File: src/rtl/rtc_arb_pkg.sv
// Shared constants and state encoding for the RTC bus arbiter.
package rtc_arb_pkg;
  localparam int unsigned N_REQ  = 3;
  localparam int unsigned ADDR_W = 8;
  localparam int unsigned DATA_W = 8;

  localparam int unsigned REQ_INIT = 0;
  localparam int unsigned REQ_CONF = 1;
  localparam int unsigned REQ_READ = 2;

  typedef enum logic [1:0] {
    ST_IDLE = 2'd0,
    ST_BUSY = 2'd1,
    ST_ACK  = 2'd2
  } arb_state_t;
endpackage

File: src/rtl/rtc_arb_pick.sv
// Combinational winner select: init sequencer has absolute priority,
// configuration writer and periodic reader share a round-robin slot.
module rtc_arb_pick
  import rtc_arb_pkg::*;
(
  input  logic [N_REQ-1:0] in_req,
  input  logic             ptr,
  output logic [N_REQ-1:0] winner
);

  // ptr = 0 favours the configuration writer, ptr = 1 the periodic reader.
  always_comb begin
    winner = '0;
    if (in_req[REQ_INIT])
      winner[REQ_INIT] = 1'b1;
    else if (in_req[REQ_CONF] && (!ptr || !in_req[REQ_READ]))
      winner[REQ_CONF] = 1'b1;
    else if (in_req[REQ_READ])
      winner[REQ_READ] = 1'b1;
  end

endmodule

File: src/rtl/rtc_bus_arbiter.sv
// Three-requester arbiter in front of the RTC transaction engine.
// Optional BUSY timeout enabled by defining RTC_ARB_TIMEOUT_EN.
module rtc_bus_arbiter
  import rtc_arb_pkg::*;
#(
  parameter int unsigned TIMEOUT_CYC = 255,
  parameter int unsigned TO_W        = 8
) (
  input  logic                      clk,
  input  logic                      reset,
  input  logic [N_REQ-1:0]          in_req,
  input  logic [N_REQ*ADDR_W-1:0]   in_addr,
  input  logic [N_REQ*DATA_W-1:0]   in_dato,
  input  logic [N_REQ-1:0]          in_w_r,
  input  logic                      in_flag_done,
  input  logic [DATA_W-1:0]         in_dato_leido,
  output logic                      out_en_funcion_rtc,
  output logic [ADDR_W-1:0]         out_addr_ram_rtc,
  output logic [DATA_W-1:0]         out_dato_escritura,
  output logic                      out_funcion_w_r,
  output logic [N_REQ-1:0]          out_gnt,
  output logic [N_REQ-1:0]          out_ack,
  output logic [DATA_W-1:0]         out_rd_dato,
  output logic                      out_busy,
  output logic                      out_err
);

  arb_state_t         state;
  logic               rr_ptr;
  logic [N_REQ-1:0]   winner;
  logic [ADDR_W-1:0]  sel_addr;
  logic [DATA_W-1:0]  sel_dato;
  logic               sel_w_r;

  rtc_arb_pick u_pick (
    .in_req (in_req),
    .ptr    (rr_ptr),
    .winner (winner)
  );

  always_comb begin
    sel_addr = '0;
    sel_dato = '0;
    sel_w_r  = 1'b0;
    for (int unsigned i = 0; i < N_REQ; i++) begin
      if (winner[i]) begin
        sel_addr = in_addr[i*ADDR_W +: ADDR_W];
        sel_dato = in_dato[i*DATA_W +: DATA_W];
        sel_w_r  = in_w_r[i];
      end
    end
  end

`ifdef RTC_ARB_TIMEOUT_EN
  localparam logic [TO_W-1:0] TO_LAST = TO_W'(TIMEOUT_CYC - 1);
  logic [TO_W-1:0] to_cnt;
  logic            err_q;
  assign out_err = err_q;
`else
  assign out_err = 1'b0;
`endif

  always_ff @(posedge clk) begin
    if (reset) begin
      state              <= ST_IDLE;
      rr_ptr             <= 1'b0;
      out_en_funcion_rtc <= 1'b0;
      out_addr_ram_rtc   <= '0;
      out_dato_escritura <= '0;
      out_funcion_w_r    <= 1'b0;
      out_gnt            <= '0;
      out_ack            <= '0;
      out_rd_dato        <= '0;
      out_busy           <= 1'b0;
`ifdef RTC_ARB_TIMEOUT_EN
      to_cnt             <= '0;
      err_q              <= 1'b0;
`endif
    end else begin
      case (state)
        ST_IDLE: begin
          if (|in_req) begin
            state              <= ST_BUSY;
            out_gnt            <= winner;
            out_en_funcion_rtc <= 1'b1;
            out_busy           <= 1'b1;
            out_addr_ram_rtc   <= sel_addr;
            out_dato_escritura <= sel_dato;
            out_funcion_w_r    <= sel_w_r;
            // Pointer moves past whichever of {1,2} was just granted.
            if (winner[REQ_CONF])
              rr_ptr <= 1'b1;
            else if (winner[REQ_READ])
              rr_ptr <= 1'b0;
`ifdef RTC_ARB_TIMEOUT_EN
            to_cnt <= '0;
`endif
          end
        end
        ST_BUSY: begin
          if (in_flag_done) begin
            state              <= ST_ACK;
            out_en_funcion_rtc <= 1'b0;
            out_ack            <= out_gnt;
            out_rd_dato        <= out_funcion_w_r ? '0 : in_dato_leido;
          end
`ifdef RTC_ARB_TIMEOUT_EN
          else if (to_cnt == TO_LAST) begin
            state              <= ST_ACK;
            out_en_funcion_rtc <= 1'b0;
            out_ack            <= out_gnt;
            out_rd_dato        <= '0;
            err_q              <= 1'b1;
          end else begin
            to_cnt <= to_cnt + 1'b1;
          end
`endif
        end
        ST_ACK: begin
          state       <= ST_IDLE;
          out_ack     <= '0;
          out_gnt     <= '0;
          out_busy    <= 1'b0;
          out_rd_dato <= '0;
`ifdef RTC_ARB_TIMEOUT_EN
          err_q       <= 1'b0;
`endif
        end
        default: state <= ST_IDLE;
      endcase
    end
  end

endmodule

File: config.mk
export PLATFORM = sky130hd
export DESIGN_NAME = rtc_bus_arbiter
export DESIGN_NICKNAME = d
export VERILOG_FILES = /design/src/rtl/rtc_arb_pkg.sv /design/src/rtl/rtc_arb_pick.sv /design/src/rtl/rtc_bus_arbiter.sv
export SDC_FILE = /design/constraint.sdc
export NUM_CORES = 1
export LEC_CHECK = 0
export ABC_CLOCK_PERIOD_IN_PS = 3500
export BUFFER_PORTS_ARGS = -buffer_cell sky130_fd_sc_hd__buf_4
export CORE_MARGIN = 5
export CORE_UTILIZATION = 45
export CTS_BUF_LIST = sky130_fd_sc_hd__clkbuf_16
export CTS_CLUSTER_DIAMETER = 150
export DETAILED_ROUTE_END_ITERATION = 10
export HOLD_SLACK_MARGIN = 0.08
export PLACE_DENSITY = 0.83
export SLEW_MARGIN = 25
export SYNTH_ARGS = -nofsm -noshare
export SYNTH_HDL_FRONTEND = slang
export SYNTH_SLANG_ARGS = --single-unit
File: constraint.sdc
create_clock -name clk -period 3.5 [get_ports clk]
set_clock_uncertainty 0.2 [all_clocks]
set_input_delay 0.7 -clock clk [delete_from_list [all_inputs] [get_ports clk]]
set_output_delay 0.7 -clock clk [all_outputs]
set_load 0.02 [all_outputs]
== Yosys cells after proc, flatten, opt, wreduce, memory -nomap -nowiden ==
Cells that the tools add are included.
Widths: inputs -> output; s select.

* Equality and inequality tests: 4
* Multiplexer cells: 30
* Reductions and logical operators: 16

{| class="wikitable"
|+ Operators with widths
! cell !! count
|-
| $mux 8 || 8
|-
| $pmux 8 s2 || 1
|-
| $pmux 3 s2 || 2
|-
| $mux 1 || 11
|-
| $reduce_and 2->1 || 4
|-
| $reduce_bool 2->1 || 4
|-
| $mux 2 || 3
|-
| $mux 3 || 2
|-
| $reduce_and 3->1 || 2
|-
| $ne 2x2->1 const B || 2
|-
| $pmux 1 s2 || 2
|-
| $pmux 2 s2 || 1
|-
| $reduce_or 3->1 || 1
|-
| $eq 2x1->1 const B || 1
|-
| $eq 2x2->1 const B || 1
|-
| $logic_not 1->1 || 2
|-
| $logic_not 2->1 || 1
|-
| $logic_and 1x1->1 || 1
|-
| $logic_or 1x1->1 || 1
|}

* Flip-flop bits (word level): 36
* Input port bits: 65

== Depth between registers and ports, before layout ==
Gate-level depths: netlist of the first run.

* Depth in word-level cells: 7
* Depth in mapped cells: 6
* Gate-level depth less buffers: 4

== Modules after synthesis ==
Synthesis of the first run repeated with hierarchy kept, for this count alone.

* Cells, all modules: 191
* Area total of the unflattened synthesis: 1664.1 um2

{| class="wikitable"
|+ By module, submodules not included
! module !! instances !! cells an instance !! area each (um2) !! sequential area each (um2)
|-
| rtc_bus_arbiter || 1 || 186 || 1626.6 || 720.7
|-
| rtc_arb_pick || 1 || 5 || 37.5 || 0.0
|}

== Worst setup path before layout of the first run ==
No wires, ideal clock.

* Path kind: input -> register
* Start point: in in_req[1]
* End point: reg out_addr_ram_rtc[1]
* Arrival: 1.453 ns
* Data required time: 3.160 ns
* Path slack: 1.707 ns
* Stages on the path: 6
* Path through: a21boi_2 -> and2_1 -> buf_6 -> buf_12 -> a21oi_2 -> a211oi_2

* Cells in the longest elaborated chain, start to end: 5

{| class="wikitable"
|+ RTL lines
! what !! RTL line !! RTL
|-
| start, declared || rtc_bus_arbiter.sv:11 || <nowiki>input logic [N_REQ-1:0] in_req,</nowiki>
|-
| $logic_and 1x1->1 || rtc_arb_pick.sv:16 || <nowiki>else if (in_req[REQ_CONF] && (!ptr || !in_req[REQ_READ]))</nowiki>
|-
| $mux 1 || rtc_arb_pick.sv:16 ||
|-
| $mux 2 || rtc_arb_pick.sv:14 || <nowiki>if (in_req[REQ_INIT])</nowiki>
|-
| $mux 8 (2 in a row) || rtc_bus_arbiter.sv:46 || <nowiki>if (winner[i]) begin</nowiki>
|-
| end signal, assigned || rtc_bus_arbiter.sv:87 || <nowiki>out_addr_ram_rtc <= sel_addr;</nowiki>
|-
| end, declared || rtc_bus_arbiter.sv:18 || <nowiki>output logic [ADDR_W-1:0] out_addr_ram_rtc,</nowiki>
|}

Parallel ways exist; a longest one is shown, timed or not.
A chain may end at the register's enable or synchronous reset.

== Final worst setup path of the first run ==
* Start point: in in_req[2]
* End point: reg out_dato_escritura[3]

* Cells in the longest elaborated chain, start to end: 7

{| class="wikitable"
|+ RTL lines
! what !! RTL line !! RTL
|-
| $logic_not 1->1 || rtc_arb_pick.sv:16 ||
|-
| $logic_or 1x1->1 || rtc_arb_pick.sv:16 ||
|-
| $logic_and 1x1->1 || rtc_arb_pick.sv:16 ||
|-
| $mux 1 || rtc_arb_pick.sv:16 ||
|-
| $mux 2 || rtc_arb_pick.sv:14 ||
|-
| $mux 8 (2 in a row) || rtc_bus_arbiter.sv:46 ||
|-
| end signal, assigned || rtc_bus_arbiter.sv:88 || <nowiki>out_dato_escritura <= sel_dato;</nowiki>
|-
| end, declared || rtc_bus_arbiter.sv:19 || <nowiki>output logic [DATA_W-1:0] out_dato_escritura,</nowiki>
|}

Parallel ways exist; a longest one is shown, timed or not.

==> metrics, run 1 <==
result of the run=completed; average wire per standard cell=14.9 µm; placed cell count=319; DP HPWL=3600 µm; endpoint class of the critical path=flip-flop; total power per unit cell area=between 400 and 500 nW/µm²; antenna violations before repair=0; post-detailed-route count of antenna-violating nets=0; leakage power=1.12 nW; post-synthesis average cell area=9.00 µm²; crit path launch type=primary input; CTS clock-pin slew for the worst setup and hold paths=0.05 ns; library cell occupying the most area in the post-synthesis netlist=sky130_fd_sc_hd__dfxtp_1; vias after detailed routing=1772; root buffer cell=sky130_fd_sc_hd__clkbuf_16; combinational share of power=23.9%; post-synth cell types=32; count of pins over their slew limit=0; via count of the first global-routing pass=1743; GRT Util Overall=between 10% and 20%; core occupancy in the finished layout=a little over two thirds; starting density of the core=46.7%; largest cells by area after synthesis=sky130_fd_sc_hd__dfxtp_1 (42%), sky130_fd_sc_hd__a22oi_1 (11%), sky130_fd_sc_hd__a211oi_2 (6.6%); number of buffers inserted for hold repair after clock tree synthesis=0; total wire length after detailed routing=4890 µm; H-tree levels=2; worst setup path class=primary input to flip-flop; count of instances resized after the clock tree is built=0; number of port buffers=97; TritonCTS clock tree=built; required arrival time at the worst endpoint=3.49 ns; count of yosys warnings during synthesis=0; DRC viols=0; post-detailed-route via-to-cell ratio=5.42; unrepaired setup endpoints after global routing=no; synthesized cell area=1710 µm²; Vert. Die Dim=just over 70 µm; Min-Delay Path Class=flip-flop to flip-flop; final standard cell count with taps included and fillers excluded=327; total setup buffers inserted after CTS=0; core box area=3660 µm²; Max Root-Sink Buffers=2; clock buffer count from CTS=5; Max IR drop VDD=349 µV; transition time of the tightest slew-check pin=0.847 ns; portion of total power attributed to the clock network=38.6%; CTS sink cnt=36; DRT iter0 DRCs=123; endpoints failing hold=0; Worst-Skew Late Latency=0.27 ns; switching share of power=27.0%; achievable frequency=0.473 GHz; DRT Pass-1 Iters=4; relative slew slack=43.5%; portion of the clock cycle consumed by the worst path in the final layout=between 60 and 70%; final critical path time including I/O delays and setup=~2.1 ns; Max stage delay cell, worst path=sky130_fd_sc_hd__and2_1; fin nets=343; arrival time of the worst setup path=2.10 ns; post-placement setup slack=1.10 ns; part of the power in registers=37.5%; Psw=0.340 mW; syn nets=255; floorplan row count=22; Synth Instances=190; register area share after synthesis=between 40% and 50%; total I/O pin count=slightly below 100; number of setup violations in the final report=0; n_diodes=0; Slowest Stage Delay on Critical Path=0.70 ns; wire length of the first global-routing pass=roughly 7900 µm; maximum number of pins on one net before global-route repair=38; register-to-register path setup slack=~1.6 ns; Seq cells post-synth=36; final weighted congestion in routability-driven placement=between 0.8 and 0.9; critical-path maximum fanout=17; Maximum Capacitance Violations=0; Die Area=5130 µm²; width of the chip=71.7 µm; leftover overflow at the end of global routing=0; Area growth, synth to finish=49.7%; final worst slack=between 1 and 1.5 ns; internal power=0.921 mW; post-route setup TNS=0 ns; fraction of final layout cells with drive strength greater than 1=45.2%; cells along the critical path=buf_4, a21boi_2, and2_1, a21oi_1, a211oi_1; post-synth top area share=42.1%
==> area by class of cell <==
class | instances | area (µm²)
clock inverter | 3 | 38.8
inverter | 5 | 18.8
tap | 48 | 60.1
fill | 303 | 1100
timing repair buffer | 99 | 743
multi-input combinational | 131 | 855
clock buffer | 5 | 125
sequential | 36 | 721
==> metrics by stage <==
step | area, µm² | total power, mW | hold WS (ns)
global placement | 2400 | 0.778 | 0.245
floorplan | 1710 | 0.655 | 0.273
CTS | 2560 | 1.27 | 0.276
finish | 2560 | 1.26 | 0.266
detailed placement | 2400 | 0.783 | 0.253
global route | 2560 | 1.31 | 0.300
==> critical path, delay by kind of cell <==
| family | cells | cell delay, ns |
|---|---|---|
| AND/OR/NAND/NOR | 1 | 0.70 |
| buffers and inverters | 1 | 0.14 |
| AO/OA/AOI/OAI | 3 | 0.57 |
==> flip-flops by register name (all words and copies together), names as in the netlist <==
register,flops
out_en_funcion_rtc,1
out_rd_dato,8
out_dato_escritura,8
state,2
out_ack,3
out_funcion_w_r,1
out_gnt,3
rr_ptr,1
out_addr_ram_rtc,8
out_busy,1
==> cells in the final DEF (no fill, tap or decap), drive strengths merged, types with 3 or more instances in the layout <==
master  count
nor3        3
inv         6
nand2b      6
nor2b       3
nand3       4
nand2       3
clkbuf      5
buf        99
a21oi      27
dfxtp      36
nor2       31
a22oi      25
a211oi     17
==> power by group through the flow <==
stage	clock network (mW)	logic, mW	registers (mW)
detailed placement	0	0.303	0.480
global placement	0	0.299	0.479
CTS	0.493	0.304	0.472
floorplan	0	0.143	0.513
finish	0.487	0.301	0.472
global route	0.511	0.326	0.477
==> layer usage <==
metal / global-route usage (%) / vias up / part of all wire, %
met5: 0 / - / 0
met1: 22.0 / 838 / 39
li1: - / 861 / -
met3: 5.05 / 12 / 6.2
met4: 8.56 / 0 / 2.2
met2: 32.6 / 61 / 53
==> cell usage after synthesis <==
master / number
sky130_fd_sc_hd__a21boi_2: 1
sky130_fd_sc_hd__buf_4: 3
sky130_fd_sc_hd__nand3_1: 4
sky130_fd_sc_hd__o21ai_0: 1
sky130_fd_sc_hd__o31a_1: 1
sky130_fd_sc_hd__clkbuf_1: 3
sky130_fd_sc_hd__buf_12: 1
sky130_fd_sc_hd__a221oi_1: 1
sky130_fd_sc_hd__a31oi_1: 1
sky130_fd_sc_hd__and2_1: 1
sky130_fd_sc_hd__or3_1: 1
sky130_fd_sc_hd__nor3_1: 3
sky130_fd_sc_hd__o211ai_1: 1
sky130_fd_sc_hd__inv_1: 5
sky130_fd_sc_hd__a22oi_1: 25
sky130_fd_sc_hd__conb_1: 1
sky130_fd_sc_hd__buf_6: 3
sky130_fd_sc_hd__nor2_1: 30
sky130_fd_sc_hd__nor2_4: 1
sky130_fd_sc_hd__a211oi_1: 8
sky130_fd_sc_hd__a21oi_1: 19
sky130_fd_sc_hd__o31ai_2: 1
sky130_fd_sc_hd__a21oi_2: 8
sky130_fd_sc_hd__buf_2: 6
sky130_fd_sc_hd__a32o_1: 1
sky130_fd_sc_hd__nand3b_1: 1
sky130_fd_sc_hd__a211oi_2: 9
sky130_fd_sc_hd__nand2_1: 3
sky130_fd_sc_hd__buf_1: 2
sky130_fd_sc_hd__nor2b_1: 3
sky130_fd_sc_hd__nand2b_1: 6
sky130_fd_sc_hd__dfxtp_1: 36
==> cell families (layout without fill, tap and decap cells) <==
group | after synthesis | count (layout) | synth area share (%)
flip-flops | 36 | 36 | 42.1
buffers and inverters | 23 | 112 | 8.41
AND/OR/NAND/NOR | 53 | 53 | 14.4
other | 1 | 1 | 0.219
AO/OA/AOI/OAI | 77 | 77 | 34.8
==> final timing paths <==
check	startpoint	end	cells past startpoint
max	in_req[2]	out_dato_escritura[3]	5
min	out_en_funcion_rtc	out_en_funcion_rtc	2
min reg2reg	out_en_funcion_rtc	out_en_funcion_rtc	2
max reg2reg	state[0]	out_addr_ram_rtc[6]	4
Note: power is estimated with default switching activity, not from simulation.
==> inputs of run 2 (changes only) <==
--- a/config.mk
+++ b/config.mk
@@ -5,15 +5,16 @@
 export SDC_FILE = /design/constraint.sdc
 export NUM_CORES = 1
 export LEC_CHECK = 0
-export ABC_CLOCK_PERIOD_IN_PS = 3500
+export ABC_AREA = 1
+export ABC_CLOCK_PERIOD_IN_PS = 1700
 export BUFFER_PORTS_ARGS = -buffer_cell sky130_fd_sc_hd__buf_4
 export CORE_MARGIN = 5
-export CORE_UTILIZATION = 45
+export CORE_UTILIZATION = 40
 export CTS_BUF_LIST = sky130_fd_sc_hd__clkbuf_16
 export CTS_CLUSTER_DIAMETER = 150
 export DETAILED_ROUTE_END_ITERATION = 10
 export HOLD_SLACK_MARGIN = 0.08
-export PLACE_DENSITY = 0.83
+export PLACE_DENSITY = 0.77
 export SLEW_MARGIN = 25
 export SYNTH_ARGS = -nofsm -noshare
 export SYNTH_HDL_FRONTEND = slang
==> constraint.sdc (replaced) <==
create_clock -name clk -period 1.7 [get_ports clk]
set_clock_uncertainty 0.2 [all_clocks]
set_input_delay 0.34 -clock clk [delete_from_list [all_inputs] [get_ports clk]]
set_output_delay 0.34 -clock clk [all_outputs]
set_load 0.02 [all_outputs]
==> run 2 against run 1 <==
  * Synthesized cell count grew 39%
  * First-iteration DRC count shrank 12%
  * Sequential share of layout area shrank 1.2 points
  * Global-route usage shrank 2.9 points
  * Combinational power grew 100%
  * Die area grew 16%
  * Worst setup slack lost 1.2 ns
  * Largest cell class unchanged
==> metrics, run 2 <==
antenna violations before repair=0; GRT Util Overall=between 10% and 20%; average wire per standard cell=12.1 µm; uppermost signal routing layer after detailed routing=met4; core box area=~4400 µm²; fin nets=roughly 420; top flop regs=out_addr_ram_rtc x8, out_dato_escritura x8, out_rd_dato x8; leading cell type in the layout, fill and taps excluded=sky130_fd_sc_hd__buf_4; DRC viols=0; H-tree levels=2; endpoints failing hold=0; post-placement setup slack=0.0806 ns; async set-or-reset flop fraction in the synthesized netlist=0%; CTS sink cnt=36; Worst-Skew Late Latency=between 0.2 and 0.3 ns; number of buffers inserted for hold repair after clock tree synthesis=0; DP HPWL=3790 µm; width of the chip=77.1 µm; largest cells by area after synthesis=sky130_fd_sc_hd__dfxtp_1 (40%), sky130_fd_sc_hd__nand2_1 (14%), sky130_fd_sc_hd__o21ai_0 (7.2%); total chip power=2.59 mW; Synth Instances=264; DRT iter0 DRCs=108; number of port buffers=97; Min-Delay Path Class=primary input to flip-flop; endpoint class of the critical path=flip-flop; fraction of final layout cells with drive strength greater than 1=34.4%; leftover overflow at the end of global routing=0; Worst Hold Margin=between 0.1 and 0.15 ns; crit path launch type=flip-flop; Vert. Die Dim=roughly 77 µm; count of instances resized after the clock tree is built=0; Seq cells post-synth=36; register area share after synthesis=40.0%; Post-synth EDFFs=0; CP bufs+invs=0; met2 wire length=2440 µm; sum of routed wire segments on met1=2010 µm; Top FF cell, synth=sky130_fd_sc_hd__dfxtp_1; post-synth top area share=40.0%; Die Area=between 5000 and 6000 µm²; post-synth cell types=23; vias after detailed routing=1940; portion of the clock cycle consumed by the worst path in the final layout=90.1%; syn nets=329; number of setup violations in the final report=0; leakage power=between 1 and 1.5 nW; wire length of the first global-routing pass=7910 µm; floorplan row count=24; maximum number of pins on one net before global-route repair=37; post-synthesis average cell area=6.82 µm²; CTS clock-pin slew for the worst setup and hold paths=~0.060 ns; family with the most delay on the worst path=simple AND/OR/NAND/NOR gates; Max stage delay cell, worst path=sky130_fd_sc_hd__dfxtp_1; synthesized cell area=between 1500 and 2000 µm²; TritonCTS clock tree=built; Maximum Capacitance Violations=0; Max IR drop VDD=approximately 750 µV; clock buffer count from CTS=5; result of the run=completed; Met3 Wirelength=480 µm; library cell occupying the most area in the post-synthesis netlist=sky130_fd_sc_hd__dfxtp_1; total wire length after detailed routing=4970 µm; worst setup path class=flip-flop to flip-flop; total I/O pin count=99; final critical path time including I/O delays and setup=roughly 1.5 ns; commonest cells in the netlist=sky130_fd_sc_hd__nand2_1 (69), sky130_fd_sc_hd__dfxtp_1 (36), sky130_fd_sc_hd__nor2_1 (33); post-detailed-route count of antenna-violating nets=0; total power per unit cell area=967 nW/µm²; final weighted congestion in routability-driven placement=0.744; via count of the first global-routing pass=about 1800; Slowest Stage Delay on Critical Path=around 0.34 ns; required arrival time at the worst endpoint=1.67 ns; final worst slack=roughly 0.17 ns; root buffer cell=sky130_fd_sc_hd__clkbuf_16; critical-path maximum fanout=36; n_diodes=0; count of pins over their slew limit=0; arrival time of the worst setup path=1.50 ns; library cell with the highest instance count after synthesis=sky130_fd_sc_hd__nand2_1; Area growth, synth to finish=48.4%; count of yosys warnings during synthesis=0; total setup buffers inserted after CTS=0; leading cell types in the layout, fill and taps excluded=sky130_fd_sc_hd__buf_4 (98), sky130_fd_sc_hd__nand2_1 (69), sky130_fd_sc_hd__dfxtp_1 (36); achievable frequency=about 0.65 GHz; cells along the critical path=nor2_2, nand2_1, nand2_4, o21ai_0, nor2_1, nor2_1; DRT Pass-1 Iters=4; post-route setup TNS=0 ns; unrepaired setup endpoints after global routing=no; post-detailed-route via-to-cell ratio=approximately 4.7; Max Root-Sink Buffers=2; Crit path top cell by count=sky130_fd_sc_hd__nor2_1; starting density of the core=between 40% and 50%
==> run 2: cell types whose count changed after synthesis, sizes merged, moves of 2 or more <==
cell	previous run	this run
a211oi	17	0
a21oi	27	16
a22oi	25	0
buf	15	11
inv	5	28
nand2	3	74
nand2b	6	0
nand3	4	21
nand4	0	2
nor2	31	37
nor2b	3	0
nor3	3	0
o21ai	1	36
==> run 2: metal layers <==
metal  vias to the layer above  global-route usage [%]
met2                        70                    28.9
met1                       849                    17.0
met5                         -                       0
met4                         0                    4.30
met3                         4                    6.91
li1                       1017                       -
==> run 2: per-stage QoR <==
step                std cells  utilization, %  instance area (µm²)
CTS                       410            61.4                 2670
global placement          402            57.5                 2500
floorplan                 264               -                 1800
detailed placement        402            57.5                 2500
finish                    410            61.4                 2670
global route              410            61.4                 2670
==> run 2: area by class of cell <==
class,instances,area (µm²)
Timing Repair Buffer,99,756
Inverter,28,105
Sequential cell,36,721
Clock inverter,3,42.5
Tap cell,52,65.1
Clock buffer,5,125
Multi-Input combinational cell,187,858
Fill cell,461,1680
==> run 2: path summary, 6_finish.rpt <==
path | slack [ns] | from | cells after the start | to
max | 0.17 | state[1] | 6 | out_dato_escritura[1]
min | 0.13 | in_dato_leido[6] | 3 | out_rd_dato[6]
max reg2reg | 0.17 | state[1] | 6 | out_dato_escritura[1]
min reg2reg | 0.26 | out_rd_dato[5] | 2 | out_rd_dato[5]
==> run 2: power breakdown <==
| group | internal (mW) | switching [mW] |
|---|---|---|
| Sequential | 0.920 | 0.0417 |
| Combinational | 0.272 | 0.335 |
| Clock | 0.688 | 0.329 |
==> run 2: cell families (layout without fill, tap and decap cells) <==
family / after synthesis / in the layout / synth area share (%)
DFF: 36 / 36 / 40.0
other: 1 / 1 / 0.208
AOI/OAI and AO/OA: 52 / 52 / 14.7
buffers and inverters: 41 / 135 / 12.3
and+or+nand+nor: 134 / 134 / 32.8
==> run 2: worst min-delay path, delay by kind of cell <==
kind,cells,cell delay (ns)
AO/OA/AOI/OAI,1,0.05
buffers and inverters,1,0.11
AND/OR/NAND/NOR,1,0.05
==> inputs of run 3 (changes only) <==
--- a/config.mk
+++ b/config.mk
@@ -7,14 +7,14 @@
 export LEC_CHECK = 0
 export ABC_AREA = 1
 export ABC_CLOCK_PERIOD_IN_PS = 1700
-export BUFFER_PORTS_ARGS = -buffer_cell sky130_fd_sc_hd__buf_4
 export CORE_MARGIN = 5
-export CORE_UTILIZATION = 40
+export CORE_UTILIZATION = 45
 export CTS_BUF_LIST = sky130_fd_sc_hd__clkbuf_16
 export CTS_CLUSTER_DIAMETER = 150
 export DETAILED_ROUTE_END_ITERATION = 10
+export DONT_BUFFER_PORTS = 1
 export HOLD_SLACK_MARGIN = 0.08
-export PLACE_DENSITY = 0.77
+export PLACE_DENSITY = 0.63
 export SLEW_MARGIN = 25
 export SYNTH_ARGS = -nofsm -noshare
 export SYNTH_HDL_FRONTEND = slang
==> run 3 against run 2 <==
  * Worst setup slack got worse by 0.024 ns
  * First-iteration DRC count fell by 31%
  * Hold slack got worse by 0.045 ns
  * Core utilization shrank 9.9 points
  * Largest power group is now sequential cells
  * Sequential power is 10% higher
  * Maximum frequency shrank 1.5%
  * Highest routed layer unchanged
  * Cell count shrank 22%
  * Clock power barely moved
  * Die area shrank 9.7%
  * Design area down 24%
  * Critical path depth stayed put
  * Non-clock buffer count shrank 87
==> metrics, run 3 (synthesized netlist as in run 2, its figures left out) <==
Worst-Skew Late Latency=0.28 ns; relative slew slack=60.6%; leading cell types in the layout, fill and taps excluded=sky130_fd_sc_hd__nand2_1 (69), sky130_fd_sc_hd__dfxtp_1 (36), sky130_fd_sc_hd__nor2_1 (33); root buffer cell=sky130_fd_sc_hd__clkbuf_16; Max Root-Sink Buffers=2; DRT iter0 DRCs=75; Max IR drop VDD=390 µV; maximum number of pins on one net before global-route repair=37; antenna violations before repair=0; total I/O pin count=just under 100; leakage power=0.943 nW; core box area=3940 µm²; critical-path maximum fanout=36; DRT Pass-1 Iters=4; DRC viols=0; wire length of the first global-routing pass=about 7200 µm; TritonCTS clock tree=built; top flop regs=out_addr_ram_rtc x8, out_dato_escritura x8, out_rd_dato x8; R2R Path Start=state[1]; register-to-register path setup slack=0.14 ns; total wire length after detailed routing=4450 µm; required arrival time at the worst endpoint=1.63 ns; clock buffer count from CTS=5; count of instances resized after the clock tree is built=0; n_diodes=0; endpoints failing hold=0; cell depth of the worst min-delay path=4; final critical path time including I/O delays and setup=1.56 ns; total chip power=2.38 mW; fin nets=335; arrival time of the worst setup path=1.49 ns; dpl cell area=1750 µm²; worst setup path class=flip-flop to flip-flop; GRT Util Overall=approximately 17%; fraction of final layout cells with drive strength greater than 1=8.86%; destination of the worst hold path=out_dato_escritura[7]; Die Area=5370 µm²; post-placement setup slack=0.155 ns; crit path launch type=flip-flop; transition time of the tightest slew-check pin=0.589 ns; post-route setup TNS=0 ns; count of pins over their slew limit=0; final standard cell count with taps included and fillers excluded=between 300 and 400; number of setup violations in the final report=0; Min-Delay Path Class=primary input to flip-flop; number of port buffers=0; achievable frequency=0.643 GHz; floorplan row count=23; via count of the first global-routing pass=about 1600; Vert. Die Dim=between 70 and 80 µm; leading cell type in the layout, fill and taps excluded=sky130_fd_sc_hd__nand2_1; starting density of the core=45.7%; CTS sink cnt=36; average wire per standard cell=13.9 µm; DP HPWL=~3100 µm; final weighted congestion in routability-driven placement=just under 0.8; leftover overflow at the end of global routing=0; Area growth, synth to finish=12.6%; endpoint class of the critical path=flip-flop; post-detailed-route via-to-cell ratio=5.01; RR Endpoint=out_dato_escritura[0]; H-tree levels=2; unrepaired setup endpoints after global routing=no; Maximum Capacitance Violations=0; number of cells on the worst reg-to-reg path=6; portion of the clock cycle consumed by the worst path in the final layout=91.5%; placed cell count=302; total power per unit cell area=between 1000 and 1500 nW/µm²; vias after detailed routing=1607; width of the chip=73.3 µm; final cell area excluding filler cells=2030 µm²; startpoint of the worst hold path=in_dato[7]; post-detailed-route count of antenna-violating nets=0; Fill cells=410; final worst slack=between 0.1 and 0.15 ns; result of the run=completed; CTS clock-pin slew for the worst setup and hold paths=0.06 ns
==> run 3: changes by cell type in the layout (fill, tap and decap cells not counted), sizes merged <==
cell         delta
clkinvlp        -1
inv             +1
buf            -98
dlygate4sd3    +11
==> run 3: critical path: stages (launching register included) <==
cell and delay [ns]:
sky130_fd_sc_hd__dfxtp_1 0.33, sky130_fd_sc_hd__nor2_2 0.16, sky130_fd_sc_hd__nand2_1 0.14, sky130_fd_sc_hd__nand2_4 0.29, sky130_fd_sc_hd__inv_1 0.15, sky130_fd_sc_hd__nand2_1 0.08
sky130_fd_sc_hd__a21oi_1 0.06
==> run 3: cell type report <==
type                    instances  area [µm²]  area share (%)
multi-input cells             187         858            42.3
clock inverters                 3        38.8            1.91
clock buffers                   5         125            6.17
repair buffers                 12         118            5.80
well taps                      50        62.6            3.08
flip-flops and latches         36         721            35.5
inverters                      28         105            5.18
==> run 3: worst max path at each step <==
stage | startpoint | endpoint | slack (ns) | depth (start not counted)
after floorplan | state[0] | out_addr_ram_rtc[3] | 0.41 | 7
after global placement | state[1] | out_dato_escritura[5] | 0.17 | 6
after detailed placement | state[1] | out_dato_escritura[1] | 0.15 | 6
after CTS | state[1] | out_dato_escritura[0] | 0.12 | 6
after global routing | state[1] | out_dato_escritura[2] | 0.02 | 6
final | state[1] | out_dato_escritura[0] | 0.14 | 6
==> run 3: power by group <==
part / internal (mW) / switching, mW
registers: 0.920 / 0.140
clock network: 0.683 / 0.335
logic: 0.113 / 0.190
total: 1.72 / 0.665
==> run 3: per-layer routing <==
layer	routed length, µm	vias up	track usage, %
met2	2080	67	27.9
met1	1900	692	20.8
met3	413	5	6.84
met4	57	0	6.15
met5	0	-	0
li1	-	843	-
==> run 3: metrics by stage <==
step | hold WS (ns) | util (%)
6_report | 0.0844 | 51.4
5_1_grt | 0.102 | 51.4
4_1_cts | 0.0823 | 51.4
3_5_place_dp | 0.207 | 44.5
3_3_place_gp | 0.206 | 44.5
2_1_floorplan | 0.263 | -
==> run 3: what timing repair did <==
item	in CTS	in global routing
hold buffers	11	0
buffers inserted	0	0
hold endpoints to repair	17	0
